--- src/rtl/saturn_loader_pkg.sv ---
// Shared types for the HPS download loader.
// Contents: FSM state enum, FIFO entry payload struct, code-slot index,
// byte-swap helper used to convert the little-endian HPS stream to SDRAM order.
package saturn_loader_pkg;

   localparam int unsigned LOADER_ADDR_W = 24;
   localparam int unsigned LOADER_DATA_W = 16;

   // Download slot carrying the HPS core code; never written to SDRAM.
   localparam logic [7:0] LOADER_CODE_INDEX = 8'hFF;

   typedef enum logic [1:0] {
      IDLE = 2'd0,
      REQ  = 2'd1,
      ACK  = 2'd2
   } loader_state_t;

   typedef struct packed {
      logic [LOADER_ADDR_W-1:0] addr;
      logic [LOADER_DATA_W-1:0] data;
   } loader_entry_t;

   function automatic logic [LOADER_DATA_W-1:0] swap_bytes(input logic [LOADER_DATA_W-1:0] d);
      return {d[7:0], d[15:8]};
   endfunction

endpackage

--- src/rtl/loader_fifo.sv ---
// Synchronous FIFO of loader_entry_t words.
// Ports: clk, rst (sync, active-high), push/din, pop/dout (head, valid when
// !empty), full, empty, count (occupancy 0..DEPTH).
// DEPTH must be a power of two so the pointers wrap naturally.
// Push and pop in the same cycle both take effect, also when full or empty
// (a pop on empty is ignored; a push on full is taken only alongside a pop).
module loader_fifo
   import saturn_loader_pkg::*;
#(
   parameter  int unsigned DEPTH = 4,
   localparam int unsigned PTR_W = $clog2(DEPTH),
   localparam int unsigned CNT_W = PTR_W + 1
) (
   input  logic                clk,
   input  logic                rst,
   input  logic                push,
   input  loader_entry_t       din,
   input  logic                pop,
   output loader_entry_t       dout,
   output logic                full,
   output logic                empty,
   output logic [CNT_W-1:0]    count
);

   loader_entry_t    mem_q [DEPTH];
   logic [PTR_W-1:0] wr_ptr_q, wr_ptr_d;
   logic [PTR_W-1:0] rd_ptr_q, rd_ptr_d;
   logic [CNT_W-1:0] count_q, count_d;
   logic             push_en_c;
   logic             pop_en_c;

   assign pop_en_c  = pop & (count_q != '0);
   assign push_en_c = push & ((count_q != CNT_W'(DEPTH)) | pop_en_c);

   // Pointer and occupancy update.
   always_comb begin
      wr_ptr_d = wr_ptr_q;
      rd_ptr_d = rd_ptr_q;
      count_d  = count_q + CNT_W'(push_en_c) - CNT_W'(pop_en_c);
      if (push_en_c) wr_ptr_d = wr_ptr_q + PTR_W'(1);
      if (pop_en_c)  rd_ptr_d = rd_ptr_q + PTR_W'(1);
   end

   always_ff @(posedge clk) begin
      if (rst) begin
         wr_ptr_q <= '0;
         rd_ptr_q <= '0;
         count_q  <= '0;
      end else begin
         wr_ptr_q <= wr_ptr_d;
         rd_ptr_q <= rd_ptr_d;
         count_q  <= count_d;
      end
   end

   // Storage needs no reset; the pointers define what is valid.
   always_ff @(posedge clk) begin
      if (push_en_c) mem_q[wr_ptr_q] <= din;
   end

   assign dout  = mem_q[rd_ptr_q];
   assign full  = (count_q == CNT_W'(DEPTH));
   assign empty = (count_q == '0);
   assign count = count_q;

endmodule

--- src/rtl/ioctl_sdram_loader.sv ---
// HPS ioctl download stream -> SDRAM download-port word writes.
// Buffers accepted beats in a small FIFO (mapped word address + byte-swapped
// data), raises ioctl_wait one slot before full, writes each word with a
// req/busy handshake and pulses done once a download has fully landed.
// Ports:
//   clk, rst                     system clock, sync active-high reset
//   ioctl_download/index/wr/addr/data, ioctl_wait   hps_io side
//   sdr_addr, sdr_din, sdr_wr, sdr_busy             SDRAM download port
//   active, done, overflow, checksum                status
// Build option: LOADER_CHECKSUM_EN adds a 16-bit wrapping sum of written words;
// without it checksum is tied to zero.
module ioctl_sdram_loader
   import saturn_loader_pkg::*;
#(
   parameter int unsigned              ADDR_W     = 24,
   parameter int unsigned              FIFO_DEPTH = 4,
   parameter logic [LOADER_ADDR_W-1:0] BASE_ADDR  = 24'h000000
) (
   input  logic              clk,
   input  logic              rst,
   input  logic              ioctl_download,
   input  logic [7:0]        ioctl_index,
   input  logic              ioctl_wr,
   input  logic [24:0]       ioctl_addr,
   input  logic [15:0]       ioctl_data,
   output logic              ioctl_wait,
   output logic [ADDR_W-1:0] sdr_addr,
   output logic [15:0]       sdr_din,
   output logic              sdr_wr,
   input  logic              sdr_busy,
   output logic              active,
   output logic              done,
   output logic              overflow,
   output logic [15:0]       checksum
);

   localparam int unsigned      CNT_W      = $clog2(FIFO_DEPTH) + 1;
   localparam logic [CNT_W-1:0] WAIT_LEVEL = CNT_W'(FIFO_DEPTH - 1);

   loader_state_t     state_q, state_d;
   logic              busy_q;
   logic              wait_q, wait_d;
   logic              sdr_wr_q, sdr_wr_d;
   logic [ADDR_W-1:0] sdr_addr_q, sdr_addr_d;
   logic [15:0]       sdr_din_q, sdr_din_d;
   logic              active_q, active_d;
   logic              done_q, done_d;
   logic              overflow_q, overflow_d;

   logic              accept_c;
   logic              push_c;
   logic              pop_c;
   logic              busy_fall_c;
   logic [ADDR_W-1:0] map_addr_c;
   logic [CNT_W-1:0]  count_next_c;
   loader_entry_t     push_entry_c;
   loader_entry_t     head_c;
   logic              fifo_full;
   logic              fifo_empty;
   logic [CNT_W-1:0]  fifo_count;
   logic              unused_bits_c;

   assign accept_c    = ioctl_download & ioctl_wr & (ioctl_index != LOADER_CODE_INDEX);
   assign push_c      = accept_c & ~fifo_full;
   assign busy_fall_c = busy_q & ~sdr_busy;

   // Byte address -> word address, offset and wrapped to ADDR_W.
   assign map_addr_c        = ioctl_addr[ADDR_W:1] + BASE_ADDR[ADDR_W-1:0];
   assign push_entry_c.addr = LOADER_ADDR_W'(map_addr_c);
   assign push_entry_c.data = swap_bytes(ioctl_data);

   // ioctl_addr[0] and any address bits above ADDR_W are intentionally dropped.
   assign unused_bits_c = ^{ioctl_addr, head_c.addr};

   loader_fifo #(
      .DEPTH (FIFO_DEPTH)
   ) u_fifo (
      .clk   (clk),
      .rst   (rst),
      .push  (push_c),
      .din   (push_entry_c),
      .pop   (pop_c),
      .dout  (head_c),
      .full  (fifo_full),
      .empty (fifo_empty),
      .count (fifo_count)
   );

   assign count_next_c = fifo_count + CNT_W'(push_c) - CNT_W'(pop_c);

   // Write FSM next state plus all registered-output next values.
   always_comb begin
      state_d    = state_q;
      pop_c      = 1'b0;
      sdr_addr_d = sdr_addr_q;
      sdr_din_d  = sdr_din_q;
      active_d   = active_q;
      overflow_d = overflow_q;

      case (state_q)
         IDLE: if (!fifo_empty) state_d = REQ;
         REQ:  if (sdr_busy)    state_d = ACK;
         ACK: begin
            if (busy_fall_c) begin
               pop_c   = 1'b1;
               state_d = (fifo_count > CNT_W'(1)) ? REQ : IDLE;
            end
         end
         default: state_d = IDLE;
      endcase

      // Request drops for one cycle on a pop so the new head is loaded before
      // the next request is shown.
      sdr_wr_d = (state_d != IDLE) & ~pop_c;
      if (sdr_wr_d) begin
         sdr_addr_d = head_c.addr[ADDR_W-1:0];
         sdr_din_d  = head_c.data;
      end

      // One slot of slack covers the strobe racing the wait assertion.
      wait_d = (count_next_c >= WAIT_LEVEL);

      done_d = active_q & ~ioctl_download & fifo_empty & (state_q == IDLE);

      if (done_d)        active_d = 1'b0;
      else if (accept_c) active_d = 1'b1;

      // Sticky status restarts with the first beat of a new download.
      if (accept_c & ~active_q) overflow_d = 1'b0;
      if (accept_c & fifo_full) overflow_d = 1'b1;
   end

   always_ff @(posedge clk) begin
      if (rst) begin
         state_q    <= IDLE;
         busy_q     <= 1'b0;
         wait_q     <= 1'b0;
         sdr_wr_q   <= 1'b0;
         sdr_addr_q <= '0;
         sdr_din_q  <= '0;
         active_q   <= 1'b0;
         done_q     <= 1'b0;
         overflow_q <= 1'b0;
      end else begin
         state_q    <= state_d;
         busy_q     <= sdr_busy;
         wait_q     <= wait_d;
         sdr_wr_q   <= sdr_wr_d;
         sdr_addr_q <= sdr_addr_d;
         sdr_din_q  <= sdr_din_d;
         active_q   <= active_d;
         done_q     <= done_d;
         overflow_q <= overflow_d;
      end
   end

`ifdef LOADER_CHECKSUM_EN
   logic [15:0] checksum_q, checksum_d;

   // Sum words as they leave the FIFO, i.e. as they are committed to SDRAM.
   always_comb begin
      checksum_d = checksum_q;
      if (accept_c & ~active_q) checksum_d = 16'h0000;
      else if (pop_c)           checksum_d = checksum_q + head_c.data;
   end

   always_ff @(posedge clk) begin
      if (rst) checksum_q <= 16'h0000;
      else     checksum_q <= checksum_d;
   end

   assign checksum = checksum_q;
`else
   assign checksum = 16'h0000;
`endif

   assign ioctl_wait = wait_q;
   assign sdr_wr     = sdr_wr_q;
   assign sdr_addr   = sdr_addr_q;
   assign sdr_din    = sdr_din_q;
   assign active     = active_q;
   assign done       = done_q;
   assign overflow   = overflow_q;

endmodule

--- config.mk ---
export PLATFORM = sky130hd
export DESIGN_NAME = ioctl_sdram_loader
export DESIGN_NICKNAME = d
export VERILOG_FILES = /design/src/rtl/saturn_loader_pkg.sv /design/src/rtl/loader_fifo.sv /design/src/rtl/ioctl_sdram_loader.sv
export SDC_FILE = /design/constraint.sdc
export NUM_CORES = 1
export LEC_CHECK = 0
export BUFFER_PORTS_ARGS = -buffer_cell sky130_fd_sc_hd__buf_2
export CAP_MARGIN = 40
export CORE_MARGIN = 2
export CORE_UTILIZATION = 50
export DETAILED_ROUTE_END_ITERATION = 16
export GPL_TIMING_DRIVEN = 0
export PLACE_DENSITY = 0.82
export SLEW_MARGIN = 10
export SYNTH_ARGS = -nofsm -noshare
export SYNTH_HDL_FRONTEND = slang
export SYNTH_SLANG_ARGS = --single-unit
--- constraint.sdc ---
create_clock -name clk -period 3.2 [get_ports clk]
set_input_delay 0.16 -clock clk [delete_from_list [all_inputs] [get_ports clk]]
set_output_delay 0.16 -clock clk [all_outputs]
set_load 0.01 [all_outputs]
==> results.md, run 1 <==
* Status: complete, no violations
* Area growth syn-to-layout at 24.3%
* Reg2Reg Setup Slack at 0.83 ns
* CP Capture Type: register
* Critical R2R Launch: u_fifo.count[1]
* Max Cap Violations at 0
* Netlist Area Pre-Place at 8300 um^2
* Worst-margin pin slew at 0.609 ns
* Hold slack at 0.0470 ns
* Wire per inst at 19.3 um
* Register area share after synthesis at 71.2%
* Largest net degree at the start of global routing at 26
* Core Area at 16,400 um^2
* Synth cell types at 40
* Initial DRC count at 476
* Max FO, Critical Path at 25
* Full die area at 17,600 um^2
* Post-Layout Inst Area at 10,300 um^2
* Setup TNS at 0 ns
* Startpoint types: register
* Tot Pwr at 6.54 mW
* Fmax at 0.422 GHz
* Skew final at 0.0210 ns
* CTS tree: yes
* Worst Hold Endpoint: overflow
* Peak VDD IR at 404 uV
* Hold Path Class: input port to register
* # rows at 47
* Final setup viols at 0
* Vias in the first global route at 5,197
* Final net count at 744
* Kind of critical path: register to register
* Most frequent cells in the layout: edfxtp_1 (160), buf_2 (105), dfxtp_1 (55)
* Yosys warns at 0
* GR Overflow Total at 0
* Synthesized area per cell at 16.7 um^2
* Initial Util at 50.6%
* Clk buf depth at 3
* Clock root buffer: clkbuf_16
* Die height at 133 um
* Placer Congestion at 0.770
* RR Endpoint: u_fifo.mem_q[3][23]
* DR vias at 4,967
* Relative slew margins at 59.3%
* PortBufs at 97
* Final WL at 17,600 um
* WP data arrival at 2.55 ns
* Top cells by area, synth: edfxtp_1 (58%), dfxtp_1 (13%), mux4_2 (11%)
* Clock latency on the worst-skew pair at 0.50 ns
* Min Tclk post-route at 2.37 ns
* Post-route DRC at 0
* Critical Path RT at 3.38 ns
* Post-synth top area cell: edfxtp_1
* Hold depth at 3
* Post-route antenna net violation count at 0
* CTS Buf Count at 21
* Post-DP HPWL at 11,100 um
* Power Density at 634 nW/um^2
* Yosys top cell area share at 57.9%
* Post-CTS Resized at 0
* Post-CTS Setup Inserts at 0
* Path depth of the worst reg2reg path at 4
* Endpoints failing hold at 0
* First-pass GRT wire length at 27,200 um
* Slew Limit Fails at 0
* Final period utilization at 74.0%
* Cells after Synth at 498
* Via/cell ratio at 5.44
* Static Leak at 3.71 nW
* Layout cell share with drive strength beyond 1 at 32.4%
* Clock slew at reported path FFs at 0.06 ns
* I/O pins at 115
* Placed cell areas at 9200 um^2
* # clock sinks at 215
* RSZ-0062 raised after global routing: false
* DRT Pass-1 Iters at 5
* Antenna violations before repair at 1
* GRT Util Overall at 19.6%
* HP Start: rst
* Yosys reg bits at 215
* Die W at 133 um
* H-tree Lvls at 1
* Most common cell after layout, fill and taps aside: edfxtp_1
-- routing by layer --
metal | track usage (%) | routed length (um) | vias up
li1 | - | - | 2259
met1 | 24.7 | 6980 | 2476
met2 | 34.4 | 9050 | 197
met3 | 3.87 | 1220 | 35
met4 | 6.45 | 342 | 0
met5 | 0 | 0 | -
-- critical path, cell delays in order (launching register included) --
cell      delay, ns
dfxtp_1        0.50
nor3b_1        0.14
a211oi_2       0.51
and2_2         0.61
buf_12         0.27
-- timing repair --
action                     CTS  global route
hold buffers                42             0
hold endpoints to repair   164             0
setup endpoints to repair    0             0
-- cells by family after synthesis --
logic type	Yosys count	share of synthesized area, %
XOR/XNOR	5	0.528
flip-flops	215	71.2
buffers and inverters	60	4.15
other	1	0.0452
AO/OA/AOI/OAI	92	5.85
adder cells (fa/ha/maj)	11	1.84
AND/OR/NAND/NOR	74	5.58
multiplexers	40	10.9
-- power by group --
| group | internal [mW] | leakage, nW | total, mW | switching, mW |
|---|---|---|---|---|
| registers | 3.16 | 1.90 | 3.24 | 0.0813 |
| logic | 0.344 | 1.48 | 0.812 | 0.468 |
| clock network | 1.49 | 0.329 | 2.48 | 0.995 |
| total | 4.99 | 3.71 | 6.54 | 1.54 |
-- Yosys cell counts (all sizes together) --
cell type,count
a211oi,1
a21bo,1
a21boi,1
a21oi,45
a32o,1
and2,5
and4,2
and4bb,1
buf,36
clkbuf,13
conb,1
dfxtp,55
edfxtp,160
fa,2
ha,9
inv,11
mux4,40
nand2,3
nand2b,2
nand3,43
nand3b,1
nor2,5
nor2b,3
nor3,2
nor3b,2
o211ai,1
o21ai,41
o31ai,1
or3,4
or4,1
xnor2,3
xor2,2
-- metrics by stage --
| stage | worst slack [ns] | std cells | util (%) |
|---|---|---|---|
| finish | 0.832 | 913 | 62.9 |
| global route | 0.722 | 913 | 62.9 |
| floorplan | 0.858 | 513 | - |
| CTS | 0.833 | 912 | 62.8 |
| detailed placement | 0.867 | 834 | 56.1 |
| global placement | -0.0677 | 830 | 55.6 |
-- area by class of cell --
type | instances | area, um^2
inverters | 11 | 41.3
plain buffers | 49 | 303
diodes | 1 | 2.50
clock buffers | 27 | 568
clock inverters | 9 | 121
repair buffers | 143 | 986
well taps | 220 | 275
flip-flops and latches | 215 | 5910
multi-input cells | 238 | 2110
fillers | 1159 | 6090
-- worst max path at each step --
stage,start,endpoint,cells past startpoint
global route,u_fifo.count[1],u_fifo.mem_q[3][29],4
finish,u_fifo.count[1],u_fifo.mem_q[3][23],4
detailed placement,u_fifo.count[1],u_fifo.mem_q[3][26],4
CTS,u_fifo.count[1],u_fifo.mem_q[3][23],4
floorplan,u_fifo.count[1],u_fifo.mem_q[0][0],3
global placement,u_fifo.count[1],u_fifo.mem_q[0][31],3
-- registers in the layout (all words and copies together) (netlist names) --
| register | cells |
|---|---|
| ioctl_wait | 1 |
| busy_q | 1 |
| u_fifo.count | 3 |
| u_fifo.wr_ptr_q | 2 |
| done | 1 |
| u_fifo.mem_q | 160 |
| sdr_addr | 24 |
| overflow | 1 |
| state_q | 2 |
| sdr_din | 16 |
| u_fifo.rd_ptr_q | 2 |
| active | 1 |
| sdr_wr | 1 |
(Power assumes the default switching activity.)
==> run 2: changes to the inputs <==
--- a/config.mk
+++ b/config.mk
@@ -11,7 +11,7 @@
 export CORE_UTILIZATION = 50
 export DETAILED_ROUTE_END_ITERATION = 16
 export GPL_TIMING_DRIVEN = 0
-export PLACE_DENSITY = 0.82
+export PLACE_DENSITY = 0.85
 export SLEW_MARGIN = 10
 export SYNTH_ARGS = -nofsm -noshare
 export SYNTH_HDL_FRONTEND = slang
==> constraint.sdc (replaced) <==
create_clock -name clk -period 2.05 [get_ports clk]
set_input_delay 0.1025 -clock clk [delete_from_list [all_inputs] [get_ports clk]]
set_output_delay 0.1025 -clock clk [all_outputs]
set_load 0.01 [all_outputs]
==> run 2 against run 1 <==
Net effect: global-route usage up 1.2 points; via count grew 2.1%; routed wire length grew 2.7%; register-to-register slack lost 0.82 ns; utilization grew 0.84 points; clock power up 58%; combinational power rose by 63%; maximum frequency grew 16%; sequential power rose by 56%; sequential share of layout area shrank 0.65 points; count of clock-buffer cells in the layout is 2 higher; critical path type unchanged.
==> results.md, run 2 (synthesis gave the netlist of run 1 again) <==
* Critical Path RT at 2.47 ns
* Critical R2R Launch: u_fifo.count[0]
* Area growth syn-to-layout at 25.9%
* Crit path buffers/inverters at 2
* H-tree Lvls at 1
* Clock root buffer: clkbuf_16
* Relative slew margins at 59.0%
* Slew Limit Fails at 0
* Vias in the first global route at 5,272
* RR Endpoint: u_fifo.count[1]
* Hold depth at 5
* CTS Buf Count at 21
* Wire per inst at 19.7 um
* Clock power frac at 38.0%
* HP Start: ioctl_wr
* Static Leak at 3.77 nW
* Antenna violations before repair at 0
* CP delay by family, top: adder cells
* Fmax at 0.490 GHz
* Most used cell, CP: inv_1
* Peak VDD IR at 623 uV
* Largest Register: u_fifo.mem_q
* Via/cell ratio at 5.52
* GR Overflow Total at 0
* RSZ-0062 raised after global routing: true
* Path depth of the worst reg2reg path at 8
* DRT Pass-1 Iters at 4
* Net Sw Power at 2.41 mW
* Worst-margin pin slew at 0.616 ns
* CP Capture Type: register
* Largest net degree at the start of global routing at 22
* Reg2Reg Setup Slack at 0.008 ns
* Clock latency on the worst-skew pair at 0.50 ns
* PnR worst setup slack at 0.00792 ns
* Core Area at 16,400 um^2
* Placer Congestion at 0.775
* Max FFs per register at 160
* Full die area at 17,600 um^2
* Final std cells w/o fill at 919
* Min Tclk post-route at 2.04 ns
* Post-Layout Inst Area at 10,500 um^2
* Status: complete, no violations
* CTS tree: yes
* Most frequent cells in the layout: edfxtp_1 (160), buf_2 (105), dfxtp_1 (50)
* Die height at 133 um
* # clock sinks at 215
* WP data arrival at 2.46 ns
* Initial Util at 50.6%
* Skew final at 0.0121 ns
* Sequential Power Share at 49.2%
* First-pass GRT wire length at 28,400 um
* Endpoints failing hold at 0
* Final period utilization at 99.6%
* Final WL at 18,100 um
* Crit path max-delay cell type: fa_2
* Final net count at 749
* Pint at 7.88 mW
* # rows at 47
* I/O pins at 115
* Clock slew at reported path FFs at 0.06 ns
* Post-route antenna net violation count at 0
* Dpl cells at 834
* Most common cell after layout, fill and taps aside: edfxtp_1
* PortBufs at 97
* Final setup viols at 0
* Placed cell areas at 9220 um^2
* Critical Path Max Stage Delay at 0.43 ns
* CP cell instances: or3_4 -> and2_4 -> ha_4 -> inv_1 -> ha_1 -> inv_1 -> fa_2 -> nor2_1
* Kind of critical path: register to register
* Hold Path Class: input port to register
* Startpoint types: register
* Power Density at 985 nW/um^2
* Post-DP HPWL at 11,200 um
* Max Cap Violations at 0
* Die W at 133 um
* ANT cells at 0
* GRT Util Overall at 20.8%
* DR vias at 5,069
* Post-route DRC at 0
* Placement Setup Slack at -0.359 ns
* Initial DRC count at 362
* Combinational group share of total power at 12.8%
* Layout cell share with drive strength beyond 1 at 34.5%
* Worst Hold Endpoint: active
* Max FO, Critical Path at 4
* Clk buf depth at 3
* Sw frac at 23.5%
run 2: tightest hold or removal path, delay by kind of cell:
family,cells,cell delay (ns)
compound gates,2,0.14
buf+inv,1,0.10
simple gates,2,0.21
run 2: repair_timing:
item	4_1_cts	5_1_grt
hold endpoints to repair	165	0
buffers inserted	4	0
endpoints found under the setup margin	163	106
pin swaps	2	4
resized for setup	14	5
hold buffers	43	0
run 2: worst max-delay path by stage:
stage                               end  cells past startpoint  slack, ns            start
floorplan               u_fifo.count[2]                      9      0.002  u_fifo.count[0]
global placement    u_fifo.mem_q[0][38]                      3      -0.43  u_fifo.count[1]
detailed placement  u_fifo.mem_q[2][30]                      4      -0.36  u_fifo.count[1]
CTS                         sdr_din[12]                      6       0.03  u_fifo.count[2]
global route            u_fifo.count[2]                      9      -0.04  u_fifo.count[0]
finish                  u_fifo.count[1]                      8      0.008  u_fifo.count[0]
run 2: layer usage:
layer | vias up | part of all wire, % | GRT usage (%)
met3 | 40 | 6.5 | 4.10
met2 | 198 | 51 | 35.5
met4 | 0 | 2.6 | 7.77
met5 | - | 0 | 0
met1 | 2562 | 40 | 26.6
li1 | 2269 | - | -
run 2: layout make-up:
| type | count | area (um^2) |
|---|---|---|
| well taps | 220 | 275 |
| plain buffers | 49 | 303 |
| clock buffers | 29 | 586 |
| multi-input cells | 238 | 2160 |
| flip-flops and latches | 215 | 5920 |
| repair buffers | 148 | 1040 |
| clock inverters | 9 | 124 |
| fillers | 1136 | 5960 |
| inverters | 11 | 41.3 |
run 2: stage by stage:
step	hold WS, ns	total power [mW]	setup TNS, ns	util (%)
finish	0.110	10.3	0	63.7
global route	0.159	10.6	-1.16	63.7
CTS	0.0876	10.3	0	63.6
detailed placement	0.319	6.35	-37.29	56.2
global placement	0.312	6.27	-67.79	55.6
floorplan	0.201	5.85	0	-
run 2: power groups by stage:
stage               sequential [mW]  combinational, mW  clock (mW)
CTS                            5.06               1.31        3.95
finish                         5.06               1.32        3.91
detailed placement             5.15               1.20           0
global placement               5.13               1.14           0
global route                   5.08               1.45        4.12
floorplan                      5.19              0.659           0
